===== src/rtl/key_sub_counter_pkg.sv =====
// Shared widths, limits and debounce state encoding for the key-driven digit counter.
package key_sub_counter_pkg;

    localparam int DIGIT_W   = 4;
    localparam int MAX_DIGIT = 8;

    typedef enum logic [1:0] {
        RELEASED    = 2'd0,
        PRESS_CHK   = 2'd1,
        PRESSED     = 2'd2,
        RELEASE_CHK = 2'd3
    } deb_state_e;

endpackage


===== src/rtl/key_debounce.sv =====
// Synchronizes and debounces one active-low push-button.
// Emits a single registered pulse per accepted press.
module key_debounce
    import key_sub_counter_pkg::*;
#(
    parameter int DEBOUNCE_CYCLES = 1000000
) (
    input  logic clk_i,
    input  logic rst_n_i,
    input  logic key_n_i,
    output logic press_pulse_o
);

    localparam int               CNT_W    = $clog2(DEBOUNCE_CYCLES);
    localparam logic [CNT_W-1:0] CNT_LAST = CNT_W'(DEBOUNCE_CYCLES - 1);
    localparam logic [CNT_W-1:0] CNT_ONE  = CNT_W'(1);
    localparam logic [CNT_W-1:0] CNT_ZERO = {CNT_W{1'b0}};

    logic             sync1_q;
    logic             sync2_q;
    deb_state_e       state_q;
    deb_state_e       state_d;
    logic [CNT_W-1:0] cnt_q;
    logic [CNT_W-1:0] cnt_d;
    logic             armed_q;
    logic             armed_d;
    logic             pulse_q;
    logic             pulse_d;

    // Two-flop synchronizer, reset to the released level.
    always_ff @(posedge clk_i or negedge rst_n_i) begin
        if (!rst_n_i) begin
            sync1_q <= 1'b1;
            sync2_q <= 1'b1;
        end else begin
            sync1_q <= key_n_i;
            sync2_q <= sync1_q;
        end
    end

    // Debounce next-state logic; until armed, a key must read released for the full window.
    always_comb begin
        state_d = state_q;
        cnt_d   = cnt_q;
        armed_d = armed_q;
        pulse_d = 1'b0;
        case (state_q)
            RELEASED: begin
                if (!armed_q) begin
                    // Both sync stages must be high so reset values alone cannot arm the key.
                    if (sync1_q && sync2_q) begin
                        if (cnt_q == CNT_LAST) begin
                            armed_d = 1'b1;
                            cnt_d   = CNT_ZERO;
                        end else begin
                            cnt_d = cnt_q + CNT_ONE;
                        end
                    end else begin
                        cnt_d = CNT_ZERO;
                    end
                end else if (!sync2_q) begin
                    state_d = PRESS_CHK;
                    cnt_d   = CNT_ONE;
                end else begin
                    cnt_d = CNT_ZERO;
                end
            end
            PRESS_CHK: begin
                if (sync2_q) begin
                    state_d = RELEASED;
                    cnt_d   = CNT_ZERO;
                end else if (cnt_q == CNT_LAST) begin
                    state_d = PRESSED;
                    cnt_d   = CNT_ZERO;
                    pulse_d = 1'b1;
                end else begin
                    cnt_d = cnt_q + CNT_ONE;
                end
            end
            PRESSED: begin
                if (sync2_q) begin
                    state_d = RELEASE_CHK;
                    cnt_d   = CNT_ONE;
                end else begin
                    cnt_d = CNT_ZERO;
                end
            end
            RELEASE_CHK: begin
                if (!sync2_q) begin
                    state_d = PRESSED;
                    cnt_d   = CNT_ZERO;
                end else if (cnt_q == CNT_LAST) begin
                    state_d = RELEASED;
                    cnt_d   = CNT_ZERO;
                end else begin
                    cnt_d = cnt_q + CNT_ONE;
                end
            end
            default: begin
                state_d = RELEASED;
                cnt_d   = CNT_ZERO;
            end
        endcase
    end

    // Debounce state, counter, arm flag and press pulse registers.
    always_ff @(posedge clk_i or negedge rst_n_i) begin
        if (!rst_n_i) begin
            state_q <= RELEASED;
            cnt_q   <= CNT_ZERO;
            armed_q <= 1'b0;
            pulse_q <= 1'b0;
        end else begin
            state_q <= state_d;
            cnt_q   <= cnt_d;
            armed_q <= armed_d;
            pulse_q <= pulse_d;
        end
    end

    assign press_pulse_o = pulse_q;

endmodule


===== src/rtl/key_sub_counter.sv =====
// Down-counting digit driven by a debounced subtract key and a reload key.
// Flags zero and pulses borrow when a subtract wraps from 0 to MAX_VAL.
module key_sub_counter
    import key_sub_counter_pkg::*;
#(
    parameter int DEBOUNCE_CYCLES = 1000000,
    parameter int INIT_VAL        = 8,
    parameter int MAX_VAL         = 8
) (
    input  logic               clk,
    input  logic               rst_n,
    input  logic               key_sub_n,
    input  logic               key_load_n,
    output logic [DIGIT_W-1:0] q,
    output logic               zero,
    output logic               borrow
);

    localparam logic [DIGIT_W-1:0] INIT_Q = DIGIT_W'(INIT_VAL);
    localparam logic [DIGIT_W-1:0] MAX_Q  = DIGIT_W'(MAX_VAL);
    localparam logic [DIGIT_W-1:0] ZERO_Q = {DIGIT_W{1'b0}};
    localparam logic [DIGIT_W-1:0] ONE_Q  = DIGIT_W'(1);

    logic               sub_pulse_s;
    logic               load_pulse_s;
    logic [DIGIT_W-1:0] q_q;
    logic [DIGIT_W-1:0] q_d;
    logic               zero_q;
    logic               zero_d;
    logic               borrow_q;
    logic               borrow_d;

    key_debounce #(
        .DEBOUNCE_CYCLES(DEBOUNCE_CYCLES)
    ) u_deb_sub (
        .clk_i        (clk),
        .rst_n_i      (rst_n),
        .key_n_i      (key_sub_n),
        .press_pulse_o(sub_pulse_s)
    );

    key_debounce #(
        .DEBOUNCE_CYCLES(DEBOUNCE_CYCLES)
    ) u_deb_load (
        .clk_i        (clk),
        .rst_n_i      (rst_n),
        .key_n_i      (key_load_n),
        .press_pulse_o(load_pulse_s)
    );

    // Counter update: reload beats subtract; out-of-range values recover to MAX_VAL.
    always_comb begin
        q_d      = q_q;
        borrow_d = 1'b0;
        if (load_pulse_s) begin
            q_d = INIT_Q;
        end else if (sub_pulse_s) begin
            if (q_q > MAX_Q) begin
                q_d = MAX_Q;
            end else if (q_q == ZERO_Q) begin
                q_d      = MAX_Q;
                borrow_d = 1'b1;
            end else begin
                q_d = q_q - ONE_Q;
            end
        end else begin
            q_d = q_q;
        end
        zero_d = (q_d == ZERO_Q);
    end

    // Output registers, kept aligned with each other.
    always_ff @(posedge clk or negedge rst_n) begin
        if (!rst_n) begin
            q_q      <= INIT_Q;
            zero_q   <= (INIT_Q == ZERO_Q);
            borrow_q <= 1'b0;
        end else begin
            q_q      <= q_d;
            zero_q   <= zero_d;
            borrow_q <= borrow_d;
        end
    end

    assign q      = q_q;
    assign zero   = zero_q;
    assign borrow = borrow_q;

endmodule


===== config.mk =====
export PLATFORM = sky130hd
export DESIGN_NAME = key_sub_counter
export DESIGN_NICKNAME = d
export VERILOG_FILES = /design/src/rtl/key_sub_counter_pkg.sv /design/src/rtl/key_debounce.sv /design/src/rtl/key_sub_counter.sv
export SDC_FILE = /design/constraint.sdc
export NUM_CORES = 1
export LEC_CHECK = 0
export CAP_MARGIN = 20
export CORE_MARGIN = 1
export CORE_UTILIZATION = 35
export DETAILED_ROUTE_END_ITERATION = 6
export RECOVER_POWER = 25
export SLEW_MARGIN = 20
export SYNTH_ARGS = -nofsm -noshare
export SYNTH_HDL_FRONTEND = slang
export SYNTH_HIERARCHICAL = 1
export SYNTH_SLANG_ARGS = --single-unit

===== constraint.sdc =====
create_clock -name clk -period 4.5 [get_ports clk]
set_input_delay 0.9 -clock clk [delete_from_list [all_inputs] [get_ports clk]]
set_output_delay 0.9 -clock clk [all_outputs]
set_load 0.01 [all_outputs]

==> qor.txt <==
Crit-path leading delay family: compound AO/OA/AOI/OAI gates
Largest fanout on the critical path: 20
Cells after Synth: 289
Core Box Area: 0.00785 mm2
Critical path's slowest cell: a22o_1
Clock sinks: 58
Clk_lat worst skew: 0.33 ns
Setup repair bufs after CTS: 0
Syn Area/Cell: 10.0 um2
Worst EP arrival: 2.60 ns
FILL cells: 775
Row cnt: 32
DP Worst Slack: 2.09 ns
Critical path, cell by cell: ha_1 > inv_1 > nor4_1 > a22o_1 > o22ai_1
Gr ovfl total: 0
Cts repair resizes: 0
Max-cap violation count: 0
Worst-path clk slew: 0.07 ns
Number of global-route vias before repair: 2,009
Ys Warns: 6
Largest net degree at the start of global routing: 59
Post-DP HPWL: 3490 um
Seq cells post-synth: 58
Die X: 92.9 um
WS Path Type: reg2reg
Synth unique cells: 42
IO Count: 10
Most frequent cells in the layout: dfrtp_1 (53), nor2_1 (42), xnor2_1 (19)
WP data required: 4.69 ns
Crit share post-route: 53.5%
Setup slack after layout: 2.09 ns
Share of layout cells above drive strength 1: 9.51%
Initial core utilization: 36.8%
Main combinational cell family by area after synthesis: simple AND/OR/NAND/NOR gates
Synth Area in Simple Gates: 27.3%
Fmax: 415 MHz
Post-Synth XOR/XNOR Area: 8.79%
Ys flop type: dfrtp_1
Total power: 0.00102 W
Worst path max stage delay: 0.68 ns
Clock skew after layout: 0.0155 ns
CTS Hold Buffers Added: 0
Mapped Area: 0.00289 mm2
CP startpoint kind: flip-flop
WL/cell: 13.1 um
Slew Limit Fails: 0
Unrepaired setup endpoints after global routing: no
Nets: 307
Synth Area in Compound Gates: 8.19%
Initial antenna violation count: 0
CTS tree: built
Die height: 92.9 um
# diodes: 0
Seq/Total Area, Yosys: 50.5%
Vias: 2,134
Post-layout min period: 2.41 ns
Post-synth EDFFs: 0
First-pass GRT wire length: 9560 um
Status: finished clean
Max clock buf depth: 2
Leakage: 1.28 nW
Multiplexer area fraction after synthesis: 0.693%
DRC viols: 0
Synth Area in Adders: 1.30%
Slew headroom: 50.9%
Routed WL: 5320 um
Final RePlAce weighted congestion: 0.810
Via density: 5.24
Final setup vio count: 0
Hold WC Path Type: reg2reg
Setup TNS: 0 ns
Crit path buffers/inverters: 1
Die area: 0.00862 mm2
Starting DRT DRC Count: 130
GRT Overall Usage: 14.1%
Syn-to-layout area delta: 12.5%
Mapped Nets: 296
Synth async-reset ratio: 100%
VDD IR max: 0.150 mV
Drt pass-1 iters: 4
ANT nets after route: 0
CP endpoint kind: flip-flop
Final hold vios: 0
H-Tree Depth: 3
CTS Buf Count: 9
PwrDens: 314 mW/mm2
Commonest non-fill, non-tap cell in the layout: dfrtp_1
Worst-margin pin slew: 0.736 ns
IO buf count: 9
Clock Tree Root: clkbuf_8
sequential cells by signal (all words and copies together), names as in the netlist, named ones only:
register                  flops
u_deb_sub/sync1_q             1
u_deb_load/press_pulse_o      1
u_deb_sub/press_pulse_o       1
zero                          1
u_deb_sub/cnt_q              20
u_deb_sub/state_q             1
q                             4
u_deb_sub/sync2_q             1
u_deb_load/sync1_q            1
u_deb_load/armed_q            1
u_deb_load/state_q            1
borrow                        1
u_deb_sub/armed_q             1
u_deb_load/cnt_q             20
u_deb_load/sync2_q            1
per-layer routing:
| layer | part of all wire (%) | vias up | GRT usage, % |
|---|---|---|---|
| met2 | 45 | 28 | 20.1 |
| met3 | 2.4 | 7 | 2.79 |
| li1 | - | 1059 | - |
| met5 | 0 | - | 0 |
| met4 | 1.7 | 0 | 7.31 |
| met1 | 51 | 1040 | 20.1 |
cell families after synthesis:
kind of cell	count (synthesis)
AOI/OAI and AO/OA	37
xor gates and xnor gates	29
DFF	58
adders and majority gates	3
muxes	2
buffers and inverters	22
and+or+nand+nor	138
final cells by class:
class                   count  area [um2]  area share [%]
repair buffers             10        92.6            2.85
inverters                  12        45.0            1.39
clock buffers              13         149            4.58
clock inverters             3        40.0            1.23
well taps                 102         128            3.93
multi-input cells         209        1340            41.2
flip-flops and latches     58        1460            44.9
power breakdown:
part	internal, W	switching [W]	total, W	leakage, nW
sequential	0.000526	0.00000384	0.000530	0.785
clock	0.000270	0.000196	0.000465	0.0974
combinational	0.00000591	0.0000190	0.0000249	0.399
total	0.000802	0.000219	0.00102	1.28
Yosys cell counts, types with 3 or more instances:
master,count,share of area [%]
dfstp_2,5,4.5
nor4_1,14,3.0
buf_2,3,0.52
or3_1,6,1.3
xor2_1,10,3.0
nor3_1,7,1.2
inv_1,12,1.6
or4_1,4,1.0
nor2_1,42,5.5
nand3_1,15,2.6
nand2_1,13,1.7
clkbuf_1,6,0.78
xnor2_1,19,5.8
nand4_1,16,3.5
ha_1,3,1.3
dfrtp_1,53,46
and2_1,4,0.87
o21ai_0,9,1.6
a21oi_1,12,2.1
path summary, 6_finish.rpt:
check,from,endpoint,slack [ns],depth (start not counted)
setup / recovery,u_deb_load/cnt_q[0],u_deb_load/cnt_q[0],2.09,5
hold / removal,u_deb_sub/sync1_q,u_deb_sub/sync2_q,0.39,0
setup reg to reg,u_deb_load/cnt_q[0],u_deb_load/cnt_q[0],2.09,5
hold reg to reg,u_deb_sub/sync1_q,u_deb_sub/sync2_q,0.39,0
max in group asynchronous,rst_n,u_deb_sub/cnt_q[12],3.28,2
min in group asynchronous,rst_n,u_deb_load/cnt_q[0],0.70,2
through the flow:
step | hold slack [ns] | cells | cell area [um2] | utilization [%]
final | 0.388 | 407 | 3250 | 41.4
after global routing | 0.393 | 407 | 3250 | 41.4
after CTS | 0.379 | 407 | 3250 | 41.4
after global placement | 0.365 | 391 | 3060 | 39.0
after detailed placement | 0.370 | 391 | 3060 | 39.0
after floorplan | 0.358 | 289 | 2890 | -
Note: power is estimated with default switching activity, not from simulation.
